[src/rtl/cpu_control.sv]
// Multi-cycle CPU control FSM: fetches, decodes and sequences ALU, load/store,
// NOP and HALT instructions, driving datapath strobes and memory handshakes.
module cpu_control #(
    parameter int WIDTH  = 32,
    parameter int AWIDTH = 32
) (
    input  logic             clk,
    input  logic             reset,
    input  logic [WIDTH-1:0] instr,
    input  logic             mem_ack,
    output logic             mem_rd,
    output logic             mem_wr,
    output logic [5:0]       opcode,
    output logic [4:0]       oppA,
    output logic [4:0]       oppB,
    output logic [WIDTH-1:0] literal,
    output logic             regEn,
    output logic             increment,
    output logic             Branch_En,
    output logic             fetch,
    output logic             DataBus_En,
    output logic             store_en,
    output logic             wrData,
    output logic             wrAdd,
    output logic             pc_rst,
    output logic             Valid,
    output logic             halted
);

    typedef enum logic [3:0] {
        FETCH_ADDR,
        FETCH_MEM,
        DECODE,
        EXECUTE,
        WRITEBACK,
        LD_MEM,
        ST_DATA,
        ST_MEM,
        HALT
    } state_t;

    localparam logic [5:0] OP_HALT = 6'b10_1111;

    // Field extraction assumes a 32-bit instruction word; AWIDTH only documents the address bus.
    if (WIDTH < 32 || AWIDTH < 1) begin : g_bad_params
    end

    state_t      state_q, state_d;
    logic [31:0] ir_q, ir_d;

    logic [4:0]       irRa;
    logic [4:0]       irRb;
    logic [1:0]       irClass;
    logic [WIDTH-1:0] immSext;

    assign irRa    = ir_q[25:21];
    assign irRb    = ir_q[20:16];
    assign irClass = ir_q[31:30];
    assign immSext = {{(WIDTH-16){ir_q[15]}}, ir_q[15:0]};
    assign pc_rst  = reset;

    always_ff @(posedge clk) begin
        if (reset) begin
            state_q <= FETCH_ADDR;
            ir_q    <= '0;
        end else begin
            state_q <= state_d;
            ir_q    <= ir_d;
        end
    end

    // Strobes are forced low while reset is high so an aborted request never lingers.
    always_comb begin
        state_d    = state_q;
        ir_d       = ir_q;
        opcode     = ir_q[31:26];
        oppA       = irRa;
        oppB       = irRb;
        literal    = immSext;
        mem_rd     = 1'b0;
        mem_wr     = 1'b0;
        regEn      = 1'b0;
        increment  = 1'b0;
        Branch_En  = 1'b0;
        fetch      = 1'b0;
        DataBus_En = 1'b0;
        store_en   = 1'b0;
        wrData     = 1'b0;
        wrAdd      = 1'b0;
        Valid      = 1'b0;
        halted     = 1'b0;

        if (!reset) begin
            case (state_q)
                FETCH_ADDR: begin
                    fetch   = 1'b1;
                    wrAdd   = 1'b1;
                    state_d = FETCH_MEM;
                end
                FETCH_MEM: begin
                    mem_rd = 1'b1;
                    if (mem_ack) begin
                        ir_d      = instr[31:0];
                        increment = 1'b1;
                        state_d   = DECODE;
                    end
                end
                DECODE: begin
                    if (ir_q[31:26] == OP_HALT) begin
                        state_d = HALT;
                    end else if (irClass == 2'b10) begin
                        Valid   = 1'b1;
                        state_d = FETCH_ADDR;
                    end else begin
                        state_d = EXECUTE;
                    end
                end
                EXECUTE: begin
                    if (irClass == 2'b01) begin
                        oppA    = irRb;
                        wrAdd   = 1'b1;
                        state_d = ir_q[29] ? ST_DATA : LD_MEM;
                    end else if (irClass == 2'b10) begin
                        state_d = FETCH_ADDR;
                    end else begin
                        wrData  = 1'b1;
                        state_d = WRITEBACK;
                    end
                end
                WRITEBACK: begin
                    regEn   = 1'b1;
                    Valid   = 1'b1;
                    state_d = FETCH_ADDR;
                end
                LD_MEM: begin
                    mem_rd   = 1'b1;
                    store_en = 1'b1;
                    if (mem_ack) begin
                        regEn   = 1'b1;
                        Valid   = 1'b1;
                        state_d = FETCH_ADDR;
                    end
                end
                ST_DATA: begin
                    literal = '0;
                    wrData  = 1'b1;
                    state_d = ST_MEM;
                end
                ST_MEM: begin
                    DataBus_En = 1'b1;
                    mem_wr     = 1'b1;
                    if (mem_ack) begin
                        Valid   = 1'b1;
                        state_d = FETCH_ADDR;
                    end
                end
                HALT: begin
                    halted = 1'b1;
                end
                default: begin
                    state_d = FETCH_ADDR;
                end
            endcase
        end
    end

endmodule

[config.mk]
export PLATFORM = sky130hd
export DESIGN_NAME = cpu_control
export DESIGN_NICKNAME = d
export VERILOG_FILES = /design/src/rtl/cpu_control.sv
export SDC_FILE = /design/constraint.sdc
export NUM_CORES = 1
export LEC_CHECK = 0
export ABC_AREA = 1
export CORE_ASPECT_RATIO = 1.5
export CORE_MARGIN = 8
export CORE_UTILIZATION = 42
export CTS_BUF_LIST = sky130_fd_sc_hd__clkbuf_8
export CTS_CLUSTER_DIAMETER = 200
export CTS_CLUSTER_SIZE = 28
export DETAILED_ROUTE_END_ITERATION = 12
export PLACE_DENSITY_LB_ADDON = 0.1
export SLEW_MARGIN = 40
export SYNTH_ARGS = -nofsm -noshare
export SYNTH_HDL_FRONTEND = slang
export SYNTH_SLANG_ARGS = --single-unit
[constraint.sdc]
create_clock -name clk -period 2 [get_ports clk]
set_clock_uncertainty 0.1 [all_clocks]
set_input_delay 0.4 -clock clk [delete_from_list [all_inputs] [get_ports clk]]
set_output_delay 0.4 -clock clk [all_outputs]
set_load 0.01 [all_outputs]
; After elaboration in Yosys (flattened, before gate mapping)
; Index checks and enable logic that the tools add are counted.
; W data, S select, Z words.
[word_totals]
input_bits = 35
register_bits = 36
[classes]
eq_ne = 13
reduce_logical = 5
n_mux = 39
bitwise_logic = 1
[ops]
columns = operator, n
row1 = $mux W32, 2
row2 = $pmux W4 S7, 1
row3 = $mux W1, 22
row4 = $eq A4 B3 Y1 const B, 4
row5 = $mux W5, 3
row6 = $mux W4, 3
row7 = $eq A4 B2 Y1 const B, 2
row8 = $eq A6 B6 Y1 const B, 1
row9 = $mux W3, 2
row10 = $pmux W1 S2, 3
row11 = $eq A4 B1 Y1 const B, 1
row12 = $eq A4 B4 Y1 const B, 1
row13 = $logic_not A4 Y1, 1
row14 = $mux W2, 2
row15 = $reduce_or A2 Y1, 2
row16 = $pmux W1 S3, 1
row17 = $reduce_and A3 Y1, 1
row18 = $eq A2 B1 Y1 const B, 1
row19 = $eq A2 B2 Y1 const B, 1
row20 = $ne A2 B1 Y1 const B, 1
row21 = $ne A2 B2 Y1 const B, 1
row22 = $reduce_and A2 Y1, 1
row23 = $not A1 Y1, 1

; Longest topological paths before layout
[logic_depth]
depth_word = 5
ltp_mapped = 8
mapped_depth_nobuf = 8

; Least setup slack after synthesis
; Ideal clock, no wire load.
[synth_timing]
kind = flip-flop to output port
start = register state_q[0]
end = output literal[16]
arrival_ps = 1313
path_slack_ps = 187
t_required_ps = 1500
path_stages_with_launch = 8
path_buffers = 1
path_cell_list = dfxtp_1 inv_1 nand2_1 nor2_2 nand2_2 nand2_1 inv_1 buf_4
[synth_via]
elab_chain_len = 3
[synth_rtl]
columns = element, line_no
row1 = "start, declared", 48  ; state_t state_q, state_d;
row2 = "start signal, assigned", 67  ; state_q <= state_d;
row3 = $eq A4 B3 Y1, 94  ; case (state_q)
row4 = $mux W32, 94
row5 = $mux W32, 93  ; if (!reset) begin
row6 = "end, declared", 16  ; output logic [WIDTH-1:0] literal,
; No other way between the ends.

; Final worst setup path
[layout_timing]
start = register state_q[3]
end = output oppA[3]
[layout_via]
elab_chain_len = 3
[layout_rtl]
columns = element, line_no
row1 = $eq A4 B2 Y1, 94
row2 = $mux W5, 94
row3 = $mux W5, 93
row4 = "end, declared", 14  ; output logic [4:0] oppA,
; No other way between the ends.

==> flow_summary_export.csv <==
group,metric,value,unit
final_layout,fillers,454,
final_layout,n_antenna_cell,0,
sta,finalSetupViolations,0,
synth,syn_area_per_cell,7.097,sq um
synth,synth_xor_area_share,0,%
setup_path,path_class,"reg2out",
setup_path,cp-end-kind,"output pin",
synth,netlist_area,2037,sq um
placed_design,gp_congestion,0.8477,
grt,grt_max_degree,41,
grt,grt_overflow,0,
run,drv_cap,0,
final_layout,final_layout_size_suffix_gt1_share,34.20,%
sta,fmax,0.5051,GHz
cts,clockRootBuffer,"clkbuf_8",
detailed_routing,antenna_left,0,
detailed_routing,wirelength,6.284,mm
cts,clock_path_buffers,2,
pwr,p_switching,0.9484,mW
cts,clock_latency,290,ps
pwr,ir_drop,633.5,uV
grt,grt_usage,16.61,%
floorplan,die_x,72.86,microns
floorplan,die_area,7380,sq um
synth,synth_cell_type_count,27,
final_layout,areaGrowthSynthToFinish,53.75,%
grt,antenna_found_initial,0,
pwr,p_int,1.613,mW
detailed_routing,drt_iter0_drc,116,
pwr,power_frac_seq,34.6,%
status,outcome,"finished, final reports clean",
pwr,p_comb_share,45.1,%
sta,rsz0062_at_grt,"true",
floorplan,rows,31,
cts,htree_levels,2,
synth,synth_top_area_share,35.38,%
cts,clock-sinks,36,
final_layout,final-seq-area,725.7,sq um
min_path,worstHoldStart,"ir_q[5]",
grt,grt_pass1_wl,9.818,mm
cts,clkSlewWorstSetupHoldPaths,80,ps
setup_path,r2r_cells,10,
sta,layout_worst_path_cycle_share,99.00,%
floorplan,fp.dieH,101.3,microns
sta,min_period,1980,ps
synth,syn-num-nets,324,
setup_path,r2r_start,"state_q[1]",
setup_path,crit_fanout,6,
detailed_routing,viasPerCell,4.657,
setup_path,critical_path.startpoint,"state_q[3]",
cts,cts_buffers,5,
final_layout,final_util,65.64,%
pwr,clkPwrFrac,20.4,%
pwr,leakagePower,1.477,nW
synth,synth_seq_cells,36,
synth,synth_top_area_cell,"dfxtp_1",
placed_design,dp_hpwl,4.371,mm
placed_design,numPortBuffers,94,
detailed_routing,wl_per_cell,13.90,microns
grt,first_global_vias,2069,
synth,muxShareOfSynthArea,0,%
pwr,p_per_area,817.7,nW/um^2
sta,fin_setup_tns,0,ps
synth,synthSimpleGateAreaFrac,25.74,%
synth,synth_compound_area_share,14.31,%
detailed_routing,vias,2105,
synth,yosysSeqAreaShare,35.38,%
pwr,swShare,37.03,%
sta,report.final.slew_viol_count,0,
floorplan,start_util,42.70,%
sta,hold_violations,0,
setup_path,cp_data_required_time,1500,ps
pwr,finalPower,2.561,mW
final_layout,nets,422,
detailed_routing,drc,0,
synth,synth_area_leaders,"dfxtp_1, buf_4, nand2_1, a21oi_1, nand3_1",
final_layout,multi_input_area,934.6,sq um
setup_path,worst_ep_arrival_time,1480,ps
synth,synthCells,287,
min_path,hold_path_class,"reg2reg",
floorplan,io_pins,96,
floorplan,core_area,4771,sq um
synth,synth_top_family_by_area,"simple AND/OR/NAND/NOR gates",
setup_path,crit_path_start_kind,"flop",
min_path,min_path_cells,2,
synth,yosysWarnings,0,
cts,postCtsHoldBufs,0,
cts,cts_tree,"built",
synth,synth_fa_ha_area_share,1.229,%
detailed_routing,first_pass_iters,4,
-- flip-flops by register name, indices dropped and copies added, names as in the netlist --
signal / cells
ir_q: 32
state_q: 4
-- through the flow --
step                std cells  setup WS (ps)  hold WS (ps)  area, sq um
floorplan                 287          187.4         339.1         2037
global placement          432         -496.7         348.3         2982
detailed placement        432         -476.9         352.5         2982
CTS                       446         -82.78         364.0         3154
global route              452         -86.99         382.6         3132
finish                    452          20.06         363.7         3132
-- critical path, stage by stage, from the launching register on --
cell     delay (ps)
dfxtp_2         340
inv_4            80
nand2_4          80
nor2_4          160
nand3_4         150
buf_6           150
o21ai_2          90
buf_2           140
-- area by class of cell --
type                    instances  area share, %
well taps                      66          2.637
repair buffers                136          37.00
inverters                      36          4.555
clock inverters                 3         0.5993
clock buffers                   5          2.197
multi-input cells             170          29.84
flip-flops and latches         36          23.17
-- metal layers --
| metal | global-route usage (%) | vias up | share of wire (%) |
|---|---|---|---|
| met5 | 0 | - | 0 |
| met4 | 6.656 | 0 | 1.8 |
| met3 | 4.955 | 9 | 5.8 |
| met2 | 30.36 | 64 | 53 |
| met1 | 16.95 | 958 | 39 |
| li1 | - | 1074 | - |
-- power by group through the flow --
stage	Clock (mW)	Sequential, mW	Combinational (mW)
floorplan	0	0.887	0.684
global placement	0	0.886	1.13
detailed placement	0	0.887	1.14
CTS	0.525	0.877	1.13
global route	0.558	0.900	1.26
finish	0.522	0.885	1.15
-- logic make-up after synthesis --
| kind of cell | after synthesis |
|---|---|
| AO/OA/AOI/OAI | 53 |
| adder cells (fa/ha/maj) | 2 |
| buffers and inverters | 82 |
| flip-flops | 36 |
| other | 1 |
| AND/OR/NAND/NOR | 113 |
-- layout by cell type, fill, tap and decap left out, drive strengths merged --
cell           count
clkdlybuf4s15      1
nand4              1
nand3             32
nor2              13
clkinv             3
dlygate4sd2        6
clkbuf            28
inv               36
nand2             63
buf               62
o21ai             15
a21oi             37
nor3               4
clkdlybuf4s50     44
conb               1
o221ai             1
ha                 2
dfxtp             36
nor4               1
-- synthesized netlist by cell type --
cell type and instances:
inv_1 33, nand3_1 30, buf_6 5, conb_1 1, buf_2 2, a21oi_2 1
nor3_1 4, nand2_2 2, inv_2 3, ha_1 2, nor2_2 1, dfxtp_1 36
nand3_2 1, nand2_4 2, buf_4 33, nor2_4 1, nor4_1 1, nand2_1 59
o21ai_0 3, nor2_1 10, clkbuf_1 6, nand4_1 1, o21ai_2 5, a21oi_1 36
o221ai_1 1, o21ai_1 7, nor2_8 1
-- worst paths after layout --
check,slack (ps),to
max,20,oppA[3]
min,360,ir_q[5]
min reg2reg,360,ir_q[5]
max reg2reg,340,state_q[0]
-- what timing repair did --
action,4_1_cts,5_1_grt
setup buffers,4,5
setup endpoints to repair,49,43
pin swaps,3,7
gates resized for setup,131,73
gates cloned,2,1
(Power assumes the default switching activity.)
==> patch 1 (same flow settings) <==
Change the parameter `WIDTH` from 32 to 40.
--- a/src/rtl/cpu_control.sv
+++ b/src/rtl/cpu_control.sv
@@ -1,7 +1,7 @@
 // Multi-cycle CPU control FSM: fetches, decodes and sequences ALU, load/store,
 // NOP and HALT instructions, driving datapath strobes and memory handshakes.
 module cpu_control #(
-    parameter int WIDTH  = 32,
+    parameter int WIDTH  = 40,
     parameter int AWIDTH = 32
 ) (
     input  logic             clk,
Interface: changed (resized instr and literal); port bits go from 96 to 112. The function was not compared with the original's and may differ.
==> patch 1 against the original RTL <==
Synthesized cell count is 2.8% higher; wire length is 2.3% higher; total power grew 5.4%; sequential cell count did not move; sequential power grew 0.6%; setup slack worse by 0.0011 ns; core utilization up 3.2 points; design area rose by 5.8%; via count grew 0.76%; area after synthesis grew 2.9%.
==> patch 1: results (changes against the original RTL) <==
stage	metric	value	unit	change
drt	total number of vias	2121		+0.76%
cells_and_area	ratio of cells with drive above 1 in the final layout	31.55	%	-2.6 points
critical_path	CP arrival	1.48	ns	about the same
pwr	Leak Pwr	1.493	nW	+1.1%
pwr	Max VDD drop	0.5704	mV	-10%
critical_path	critical path's slowest cell	dfxtp_2		
critical_path	max incr delay on CP	0.34	ns	about the same
sta	Tcrit/Tclk final	99.05	%	about the same
global_routing	first-pass GRT wire length	9880	µm	+0.63%
critical_path	CP Launch Point	state_q[0]		
pwr	internal power	1.769	mW	+9.7%
placement	placed wire-length estimate	4565	µm	+4.4%
logic_synthesis	asr flop ratio synth	0	%	unchanged
logic_synthesis	synth unique cells	27		unchanged
global_routing	initial antenna violation count	0		unchanged
placement	gpl congestion	0.8527		+0.59%
critical_path	flop2flop setup slack	0.38	ns	+0.04 ns
global_routing	GR Util met3	6.329	%	+1.4 points
logic_synthesis	post-synthesis net count	340		+4.9%
logic_synthesis	combinational family with the most area after synthesis	buffers and inverters		
critical_path	reg2reg end	ir_q[29]		
logic_synthesis	Synth Instances	295		+2.8%
logic_synthesis	Yosys Warn Count	0		unchanged
placement	dpl cells	443		+2.5%
global_routing	Total GRT Usage	16.66	%	+0.047 points
global_routing	met1 Resource Use GR	16.42	%	-0.53 points
critical_path	Worst R2R Start	state_q[1]		
placement	Port Buffers	102		+8.5%
logic_synthesis	post-synthesis xor/xnor area fraction	0	%	unchanged
global_routing	vias in the first global route	2155		+4.2%
cells_and_area	Final Non-Filler Cells	459		+1.5%
critical_path	Setup crit end	literal[30]		
placement	DP Area	3084	µm²	+3.4%
critical_path	crit-path max FO	12		+6
cells_and_area	top flop regs	ir_q: 32 flops, state_q: 4 flops		
drt	Iter 0 DRT Violations	82		-29%
logic_synthesis	Adder-Cell Fraction of Synth Area	1.193	%	-0.035 points
global_routing	met2 Use GR	29.86	%	-0.50 points
critical_path	Worst R2R Path Depth	8		-2
logic_synthesis	register area share after synthesis	34.37	%	-1.0 points
status	status	completed		
critical_path	Largest delay share family, worst path	buffers and inverters		
logic_synthesis	top area cells in the synthesized netlist	dfxtp_1 (34%), buf_4 (15%), nand2_1 (11%)		
cts	Clock transition at path regs	0.07	ns	
placement	pre-CTS setup slack	-0.4614	ns	+0.01545 ns
drt	Routed WL per cell	14.01	µm	+0.78%
logic_synthesis	Compound-Gate Fraction of Synth Area	13.90	%	-0.41 points
logic_synthesis	top cells by count, synth	nand2_1 (59), buf_4 (41), a21oi_1 (36), dfxtp_1 (36), inv_1 (33)		
patch 1: cell count changes after synthesis:
cell and delta:
buf_4 +8
patch 1: timing repair:
| item | CTS | global route |
|---|---|---|
| resized for setup | 148 | 50 |
| endpoints found under the setup margin | 57 | 53 |
| setup buffers | 4 | 2 |
| pin swaps | 3 | 4 |
| cloned | 1 | 1 |
| hold endpoints to repair | 0 | 0 |
patch 1: tightest hold or removal path: cells and delay by family (launching register included):
family          cells  cell delay (ns)
flops               1             0.31
compound gates      1             0.05
simple gates        1             0.06
patch 1: power by group through the flow:
stage / clock [mW] / combinational, mW / sequential [mW]
finish: 0.624 / 1.19 / 0.890
global route: 0.669 / 1.30 / 0.904
CTS: 0.643 / 1.17 / 0.879
detailed placement: 0 / 1.21 / 0.891
global placement: 0 / 1.19 / 0.888
floorplan: 0 / 0.722 / 0.887
patch 1: layout make-up:
cell class / count / area (µm²)
Clock inverter: 3 / 38.79
Inverter: 36 / 140.1
Timing Repair Buffer: 144 / 1358
Sequential cell: 36 / 732.0
Clock buffer: 5 / 68.82
Tap cell: 66 / 82.58
Fill cell: 455 / 1496
Multi-Input combinational cell: 169 / 893.4
patch 1: metal layers:
layer	part of all wire [%]	up-vias
li1	-	1092
met1	37	944
met2	52	73
met3	8.8	12
met4	2.4	0
met5	0	-
patch 1: worst min-delay path by stage:
| stage | startpoint | to | slack (ns) | depth (start not counted) |
|---|---|---|---|---|
| after global placement | ir_q[4] | ir_q[4] | 0.35 | 2 |
| after global routing | ir_q[1] | ir_q[1] | 0.38 | 2 |
| after floorplan | ir_q[21] | ir_q[21] | 0.34 | 2 |
| after CTS | ir_q[7] | ir_q[7] | 0.36 | 2 |
| after detailed placement | ir_q[3] | ir_q[3] | 0.35 | 2 |
| final | ir_q[12] | ir_q[12] | 0.36 | 2 |
==> patch 2 (same settings) <==
Made on the original files. Take the reset off `ir_q` and load it in a clocked block of its own.
--- a/src/rtl/cpu_control.sv
+++ b/src/rtl/cpu_control.sv
@@ -62,11 +62,13 @@
     always_ff @(posedge clk) begin
         if (reset) begin
             state_q <= FETCH_ADDR;
-            ir_q    <= '0;
         end else begin
             state_q <= state_d;
-            ir_q    <= ir_d;
         end
+    end
+
+    always_ff @(posedge clk) begin
+        ir_q <= ir_d;
     end
 
     // Strobes are forced low while reset is high so an aborted request never lingers.
Formal check against the unedited RTL: differs if reset is asserted again (counterexample within 4 cycles, from zero or initial values and one cycle with reset high); with reset held inactive, the same outputs for 4 cycles.
==> patch 2 against the original RTL <==
Sequential share of layout area is 13 points higher; sequential cell count did not move; critical path type unchanged; fmax hardly changed; design area is 7.5% lower; area after synthesis shrank 8.6%; setup slack worse by 0.00074 ns; wire length fell by 23%.
Power is not compared: it rests on default switching activity, and its combinational part moved more than twofold at a synthesized area within 25%.
==> patch 2: results (changes against the original RTL) <==
stage	metric	value	unit	change
placement	placed wire-length estimate	3637	µm	-17%
logic_synthesis	register area share after synthesis	55.91	%	+21 points
cts	worst skew pair latency	0.29	ns	about the same
logic_synthesis	top_reg_cell synth	edfxtp_1		
cts	# H-tree levels	2		unchanged
global_routing	Total GRT Usage	13.88	%	-2.7 points
drt	Iter 0 DRT Violations	64		-45%
drt	DRT Pass-1 Iters	4		unchanged
cells_and_area	cell area after layout	2898	µm²	-7.5%
logic_synthesis	Adder-Cell Fraction of Synth Area	1.344	%	+0.12 points
drt	total number of vias	1520		-28%
status	status	completed		
cts	Clock transition at path regs	0.08	ns	about the same
cts	CTS Buffer Depth	2		unchanged
cells_and_area	Final Non-Filler Cells	332		-27%
logic_synthesis	post-synthesis xor/xnor area fraction	0	%	unchanged
logic_synthesis	post-synthesis net count	222		-31%
global_routing	vias in the first global route	1574		-24%
logic_synthesis	Compound-Gate Fraction of Synth Area	4.906	%	-9.4 points
cells_and_area	# diodes	0		unchanged
critical_path	crit-path max FO	7		+1
logic_synthesis	top cells by count, synth	edfxtp_1 (32), buf_4 (30), inv_1 (30), nand2_1 (30), nor2_1 (9)		
pwr	Max VDD drop	0.6233	mV	
placement	Port Buffers	94		unchanged
logic_synthesis	asr flop ratio synth	0	%	unchanged
logic_synthesis	Synth Instances	185		-36%
placement	dpl cells	320		-26%
cells_and_area	ratio of cells with drive above 1 in the final layout	44.76	%	+11 points
global_routing	first-pass GRT wire length	7686	µm	-22%
logic_synthesis	Yosys Warn Count	0		unchanged
logic_synthesis	number of flops mapped to enable cells by yosys	32		+32
pwr	Net Sw Frac	26.32	%	
cts	cts bufs inserted	5		unchanged
drt	Routed WL per cell	14.60	µm	+5.0%
global_routing	initial antenna violation count	0		unchanged
logic_synthesis	mux contribution to synthesized area	0	%	unchanged
pwr	Leak Pwr	1.337	nW	
cts	CTS Root Cell	clkbuf_8		
placement	pre-CTS setup slack	-0.4481	ns	+0.02873 ns
min_path	Hold Crit Class	primary input to flip-flop		
placement	DP Area	2905	µm²	-2.6%
logic_synthesis	synth unique cells	26		-3.7%
cells_and_area	top flop regs	ir_q: 32 flops, state_q: 4 flops		
global_routing	largest net degree at the start of global routing	33		-20%
cells_and_area	final-layout fill cell count	367		-19%
logic_synthesis	top area cells in the synthesized netlist	edfxtp_1 (52%), buf_4 (12%), inv_1 (6.0%)		
placement	gpl congestion	0.8461		-0.19%
==> patch 2: cell types whose count changed in the layout (fill, tap and decap cells not counted), moves of 6 or more <==
cell and change:
a21oi_1 -33, dfxtp_1 -32, edfxtp_1 +32, nand3_1 -26, nand2_1 -25, buf_2 +12
buf_6 -10, buf_4 -8, inv_2 +6, o21ai_1 -6
==> patch 2: path summary, 6_finish.rpt <==
check                   from         end  slack [ns]  cells after the start
hold reg to reg   state_q[2]  state_q[2]        0.60                      4
setup reg to reg  state_q[1]    ir_q[29]        0.30                      6
hold / removal         reset  state_q[1]        0.53                      3
setup / recovery  state_q[2]     oppA[0]        0.02                      7
==> patch 2: power groups by stage <==
stage	Sequential, mW	Clock, mW	Combinational, mW
5_1_grt	0.905	0.679	0.578
3_5_place_dp	0.914	0	0.555
4_1_cts	0.898	0.649	0.543
3_3_place_gp	0.912	0	0.549
6_report	0.900	0.629	0.534
2_1_floorplan	0.915	0	0.244
==> patch 2: cell type report <==
cell class                      count  area share [%]
Clock inverter                      3           1.468
Clock buffer                        5           2.375
Inverter                           35           4.620
Tap cell                           46           1.986
Timing Repair Buffer              126           35.36
Multi-Input combinational cell     81           18.01
Sequential cell                    36           36.18
==> patch 2: what timing repair did <==
item                                    CTS  global route
gates resized for setup                 143            46
endpoints found under the setup margin   49            39
buffers inserted                          3             2
hold buffers                              0             0
pin swaps                                 5             4
==> patch 2: routing by layer <==
layer  vias up  wire, µm  track usage, %
li1        757         -               -
met1       680      1676           13.64
met2        73      2514           23.64
met3        10       534           6.851
met4         0       123           6.211
met5         -         0               0
==> patch 2: critical path, stage by stage (launching register included) <==
cell	delay (ns)
dfxtp_4	0.37
inv_2	0.08
nand2_4	0.07
nor2_4	0.12
nand3_4	0.16
buf_12	0.17
o21ai_2	0.09
buf_2	0.14
